$ cat src/rtl/wb_commit_pkg.sv
// Shared definitions for the writeback/commit stage: control-word fields,
// writeback-select encodings and the registered commit record.
package wb_commit_pkg;

    localparam int CTL_REGWRITE = 0;
    localparam int CTL_WBSEL_LO = 1;
    localparam int CTL_WBSEL_HI = 2;

    localparam logic [1:0] WB_ALU = 2'b00;
    localparam logic [1:0] WB_MEM = 2'b01;
    localparam logic [1:0] WB_PC4 = 2'b10;
    localparam logic [1:0] WB_EXT = 2'b11;

    // Sized for the widest supported XLEN (64); narrower builds zero-extend.
    typedef struct packed {
        logic        valid;
        logic [63:0] pc;
        logic [31:0] instr;
        logic        wen;
        logic [4:0]  wdest;
        logic [63:0] wdata;
        logic        skip;
    } commit_rec_t;

endpackage

$ cat src/rtl/wb_commit_regfile.sv
// Architectural register file: NREG x XLEN, two async reads, one sync write,
// x0 hardwired to zero; contents cleared by the synchronous reset.
module regfile
    import wb_commit_pkg::*;
#(
    parameter int XLEN = 64,
    parameter int NREG = 32
) (
    input  logic            clk,
    input  logic            reset,
    input  logic [4:0]      ra1,
    input  logic [4:0]      ra2,
    output logic [XLEN-1:0] rd1,
    output logic [XLEN-1:0] rd2,
    input  logic            we,
    input  logic [4:0]      wa,
    input  logic [XLEN-1:0] wd
);

    logic [XLEN-1:0] regs_r [NREG];

    // Storage update: clear on reset, otherwise single write port (x0 never stored).
    always_ff @(posedge clk) begin
        if (reset) begin
            for (int i = 0; i < NREG; i++) begin
                regs_r[i] <= {XLEN{1'b0}};
            end
        end else if (we && (wa != 5'd0) && (32'(wa) < NREG)) begin
            regs_r[wa] <= wd;
        end else begin
            regs_r <= regs_r;
        end
    end

    // Asynchronous read ports with x0 and out-of-range addresses reading zero.
    always_comb begin
        rd1 = {XLEN{1'b0}};
        rd2 = {XLEN{1'b0}};
        if ((ra1 != 5'd0) && (32'(ra1) < NREG)) begin
            rd1 = regs_r[ra1];
        end else begin
            rd1 = {XLEN{1'b0}};
        end
        if ((ra2 != 5'd0) && (32'(ra2) < NREG)) begin
            rd2 = regs_r[ra2];
        end else begin
            rd2 = {XLEN{1'b0}};
        end
    end

endmodule

$ cat src/rtl/wb_commit.sv
// Writeback/commit stage: retires each W-stage bundle once, writes the register
// file with forwarding to decode, and (with WB_COMMIT_TRACE_EN) emits a commit record.
module wb_commit
    import wb_commit_pkg::*;
#(
    parameter int XLEN = 64,
    parameter int NREG = 32
) (
    input  logic            clk,
    input  logic            reset,
    input  logic            w_valid,
    input  logic            w_stall,
    input  logic [31:0]     w_instr,
    input  logic [XLEN-1:0] w_pc,
    input  logic [23:0]     w_control,
    input  logic [XLEN-1:0] w_alu,
    input  logic [XLEN-1:0] w_mem,
    input  logic [XLEN-1:0] w_ext,
    input  logic            w_skip,
    input  logic [4:0]      rs1_addr,
    input  logic [4:0]      rs2_addr,
    output logic [XLEN-1:0] rs1_data,
    output logic [XLEN-1:0] rs2_data,
    output logic            commit_valid,
    output logic [XLEN-1:0] commit_pc,
    output logic [31:0]     commit_instr,
    output logic            commit_wen,
    output logic [4:0]      commit_wdest,
    output logic [XLEN-1:0] commit_wdata,
    output logic            commit_skip,
    output logic [63:0]     instret
);

    logic            done_r;
    logic            fire_s;
    logic            regwrite_s;
    logic [1:0]      wbsel_s;
    logic [4:0]      rd_s;
    logic            wen_s;
    logic [XLEN-1:0] wdata_s;
    logic [XLEN-1:0] rf_rd1_s;
    logic [XLEN-1:0] rf_rd2_s;
    logic            unused_ctl_s;

    assign regwrite_s   = w_control[CTL_REGWRITE];
    assign wbsel_s      = w_control[CTL_WBSEL_HI:CTL_WBSEL_LO];
    assign rd_s         = w_instr[11:7];
    assign fire_s       = w_valid && !done_r;
    assign wen_s        = fire_s && regwrite_s && (rd_s != 5'd0);
    assign unused_ctl_s = ^w_control[23:3];

    // Writeback value selection; PC+4 wraps naturally at XLEN bits.
    always_comb begin
        wdata_s = w_alu;
        case (wbsel_s)
            WB_ALU:  wdata_s = w_alu;
            WB_MEM:  wdata_s = w_mem;
            WB_PC4:  wdata_s = w_pc + XLEN'(3'd4);
            WB_EXT:  wdata_s = w_ext;
            default: wdata_s = w_alu;
        endcase
    end

    // A stalled bundle is retired once; done marks it until the W register advances.
    always_ff @(posedge clk) begin
        if (reset) begin
            done_r <= 1'b0;
        end else if (fire_s) begin
            done_r <= w_stall;
        end else if (!w_stall) begin
            done_r <= 1'b0;
        end else begin
            done_r <= done_r;
        end
    end

    regfile #(
        .XLEN (XLEN),
        .NREG (NREG)
    ) u_regfile (
        .clk   (clk),
        .reset (reset),
        .ra1   (rs1_addr),
        .ra2   (rs2_addr),
        .rd1   (rf_rd1_s),
        .rd2   (rf_rd2_s),
        .we    (wen_s),
        .wa    (rd_s),
        .wd    (wdata_s)
    );

    // Decode read ports see the same-cycle write before it lands in the file.
    always_comb begin
        rs1_data = rf_rd1_s;
        rs2_data = rf_rd2_s;
        if (wen_s && (rs1_addr == rd_s)) begin
            rs1_data = wdata_s;
        end else begin
            rs1_data = rf_rd1_s;
        end
        if (wen_s && (rs2_addr == rd_s)) begin
            rs2_data = wdata_s;
        end else begin
            rs2_data = rf_rd2_s;
        end
    end

`ifdef WB_COMMIT_TRACE_EN
    commit_rec_t rec_r;
    logic [63:0] instret_r;

    // Commit record and retire counter: captured on fire, valid pulses one cycle.
    always_ff @(posedge clk) begin
        if (reset) begin
            rec_r     <= {$bits(commit_rec_t){1'b0}};
            instret_r <= 64'd0;
        end else if (fire_s) begin
            rec_r.valid <= 1'b1;
            rec_r.pc    <= 64'(w_pc);
            rec_r.instr <= w_instr;
            rec_r.wen   <= wen_s;
            rec_r.wdest <= rd_s;
            rec_r.wdata <= wen_s ? 64'(wdata_s) : 64'd0;
            rec_r.skip  <= w_skip;
            instret_r   <= instret_r + 64'd1;
        end else begin
            rec_r.valid <= 1'b0;
            instret_r   <= instret_r;
        end
    end

    assign commit_valid = rec_r.valid;
    assign commit_pc    = rec_r.pc[XLEN-1:0];
    assign commit_instr = rec_r.instr;
    assign commit_wen   = rec_r.wen;
    assign commit_wdest = rec_r.wdest;
    assign commit_wdata = rec_r.wdata[XLEN-1:0];
    assign commit_skip  = rec_r.skip;
    assign instret      = instret_r;
`else
    logic unused_trace_s;
    assign unused_trace_s = ^{w_skip, w_instr[31:12], w_instr[6:0]};

    assign commit_valid = 1'b0;
    assign commit_pc    = {XLEN{1'b0}};
    assign commit_instr = 32'd0;
    assign commit_wen   = 1'b0;
    assign commit_wdest = 5'd0;
    assign commit_wdata = {XLEN{1'b0}};
    assign commit_skip  = 1'b0;
    assign instret      = 64'd0;
`endif

endmodule
$ cat config.mk
export PLATFORM = sky130hd
export DESIGN_NAME = wb_commit
export DESIGN_NICKNAME = d
export VERILOG_FILES = /design/src/rtl/wb_commit_pkg.sv /design/src/rtl/wb_commit_regfile.sv /design/src/rtl/wb_commit.sv
export SDC_FILE = /design/constraint.sdc
export NUM_CORES = 2
export LEC_CHECK = 0
export CAP_MARGIN = 5
export CORE_ASPECT_RATIO = 1.4
export CORE_MARGIN = 1.5
export CORE_UTILIZATION = 30
export CTS_CLUSTER_SIZE = 8
export DETAILED_ROUTE_END_ITERATION = 12
export HOLD_SLACK_MARGIN = 0.03
export PLACE_DENSITY = 0.55
export SLEW_MARGIN = 5
export SYNTH_ARGS = -nofsm -noshare
export SYNTH_HDL_FRONTEND = slang
export SYNTH_SLANG_ARGS = --single-unit
$ cat constraint.sdc
create_clock -name clk -period 4.5 [get_ports clk]
set_clock_uncertainty 0.1 [all_clocks]
set_input_delay 1.125 -clock clk [delete_from_list [all_inputs] [get_ports clk]]
set_output_delay 1.125 -clock clk [all_outputs]
set_load 0.03 [all_outputs]
==> results by group <==
Layout
  • Nets@finish: 12880
  • Register area: 41000 um^2
  • Finished Layout Cells: 17262
  • Most frequent cells in the layout: dfxtp_1, nand2_1, nor2_1, a21oi_1, mux4_2
  • Final Cell Area: 143000 um^2
  • Commonest non-fill, non-tap cell in the layout: dfxtp_1
  • Fillers: 34283
  • Post-Route Utilization: 0.405
  • Layout cells sized above 1: 0.301
  • Area Overhead vs Synth: 34.2%
  • Footprint of the multi-input gates: 64500 um^2

STA
  • Worst slew margin: 0.247
  • Final hold violations: 0
  • Worst-Margin Slew: 1.13 ns
  • Max Fclk: 201 MHz
  • Final setup margin: -0.475 ns
  • Tcrit/Tclk final: 1.11
  • Fin Hold WS: 0.360 ns
  • RSZ-0062 raised after global routing: yes
  • # setup viols final: 102
  • Min Tclk post-route: 4.97 ns
  • Max-slew violations: 0
  • Setup_tns: -12.69 ns

Logic synthesis
  • Top_reg_cell synth: dfxtp_1
  • Area leader, netlist: dfxtp_1
  • Synth Cell Area: 107000 um^2
  • Post-synthesis async set-or-reset flop share: 0
  • Yosys warnings: 0
  • Yosys reg bits: 2049
  • Post-Syn Instances: 11539
  • Yosys cell types: 79
  • Top cells by area, synth: dfxtp_1, mux4_2, nand2_1
  • Post-synth EDFFs: 0
  • Sequential share of the synthesized area: 0.385
  • Top cell type's share of synthesized area: 0.385
  • Avg Cell Area, Syn: 9.23 um^2

Route
  • Via count: 102238
  • Remaining antenna violation count: 0
  • Routed len/inst: 30.2 um
  • Routed vias/inst: 5.92
  • Drt pass-1 iters: 12
  • Number of DRC markers in iteration 0: 12500
  • DRC: 2
  • Final WL: 520000 um

Worst setup path
  • RR Startpoint: done_r
  • Crit path kind: input port to primary output
  • Reg-to-reg endpoint: u_regfile.regs_r[1942]
  • Req. time, crit path: 3.27 ns
  • Crit end category: primary output
  • R2r setup slk: 1.73 ns
  • Reg2reg path depth: 8
  • Critical Path Start Type: input port
  • Crit-path max FO: 3
  • Arr. time, crit path: 3.75 ns

Placement
  • DP HPWL: 333000 um
  • PortBufs: 405
  • Placed Area: 127000 um^2
  • Post-Place Cells: 16631
  • Setup slack after placement: -1.72 ns
  • GPL Wtd Cong: 0.957

Clock network
  • Num CTS Buffers: 308
  • Root Buffer: clkbuf_16
  • Worst-Skew Late Latency: 0.94 ns
  • Clock sinks: 2049
  • Htree depth: 5
  • Clock transition at path regs: 0.05 ns
  • CTS tree: done
  • Longest Clk Path Bufs: 4

Pwr
  • Leakage power: 49.5 nW
  • VDD IR-drop max: 0.292 mV
  • Power Total: 45.7 mW
  • P per Cell Area: 320 nW/um^2

Outcome
  • Failing checks: design-rule violations, negative setup slack
  • Run status: finished with violations

Worst hold path
  • HP Class: flop to flop
  • Hold wc startpoint: u_regfile.regs_r[1874]
  • Cell count of the worst hold path: 2
  • Hold Path End: u_regfile.regs_r[1874]

Global route
  • Largest net degree at the start of global routing: 185
  • Initial antenna violation count: 15
  • Overall Global Routing Usage: 0.278
  • First-pass GRT wire length: 722000 um
  • Vias in the first global route: 96643
  • Gr ovfl total: 0

Run
  • Maxcap violations: 0

Die
  • Starting Density: 0.302
  • Std-Cell Rows: 258
  • Core box area: 353000 um^2
  • I/O pin total: 687
  • Die area: 359000 um^2
  • Die width: 507 um
  • Die Ht: 708 um
-- routing by layer --
metal  vias to the layer above  global-route usage  wire [um]
li1                      43404                   -          -
met4                         6               0.193      40300
met1                     50821               0.345     193000
met5                         -                   0         55
met3                      1650              0.0639      53700
met2                      6357               0.426     233000
-- state kept, by name, summed over array words and instances (netlist names) --
register	flops
u_regfile.regs_r	2048
done_r	1
-- cells in the mapped netlist (all sizes together) (14+ instances only) --
library cell	count
a31oi	14
clkbuf	1045
a22oi	49
o21ai	585
buf	422
nor3	123
nor2b	79
a22o	20
a21oi	1200
nor4	19
nand3	291
o221ai	105
xor2	35
nand4	33
mux2i	249
xnor2	21
o22ai	147
nor2	1180
a211oi	606
nand2	2029
dfxtp	2049
mux4	1035
a222oi	15
-- timing repair --
item	CTS	global route
pin swaps	221	221
setup endpoints to repair	128	126
gates cloned	39	9
buffers inserted	189	132
resized for setup	1018	403
hold endpoints to repair	0	0
hold buffers	0	0
-- report_power, final --
group / total [mW] / internal, mW / switching [mW]
Sequential: 18.3 / 18.3 / 0.0640
Combinational: 6.86 / 2.66 / 4.19
Clock: 20.5 / 12.2 / 8.31
-- critical path: stages --
cell	delay, ns
buf_6	0.07
nand4_1	0.16
buf_6	0.18
or4_4	0.47
nor4_4	0.35
buf_4	0.18
mux2i_4	0.47
buf_6	0.20
nand2_4	0.06
o21ai_4	0.31
buf_12	0.16
-- cells by family after synthesis --
logic type,share of synthesized area
adders and majority gates,0.000117
xor gates and xnor gates,0.00460
buffers and inverters,0.0614
muxes,0.243
other,0.0000352
DFF,0.385
and+or+nand+nor,0.146
AOI/OAI and AO/OA,0.159
-- final cells by class --
| class | instances | area share |
|---|---|---|
| Inverter | 11 | 0.000446 |
| Tap cell | 4680 | 0.0410 |
| Antenna cell | 8 | 0.000140 |
| Timing Repair Buffer | 1939 | 0.165 |
| Clock buffer | 323 | 0.0550 |
| Sequential cell | 2049 | 0.287 |
| Clock inverter | 9 | 0.000622 |
| Multi-Input combinational cell | 8243 | 0.451 |
-- worst max-delay path by stage --
| stage | to | slack (ns) | startpoint |
|---|---|---|---|
| 5_1_grt | rs2_data[62] | -0.41 | w_pc[40] |
| 3_3_place_gp | rs2_data[62] | -1.86 | w_pc[12] |
| 6_report | rs2_data[62] | -0.47 | w_pc[40] |
| 2_1_floorplan | rs2_data[53] | -0.15 | w_pc[12] |
| 3_5_place_dp | rs2_data[62] | -1.72 | w_pc[2] |
| 4_1_cts | rs2_data[48] | -0.47 | w_pc[34] |
(Power assumes the default switching activity.)
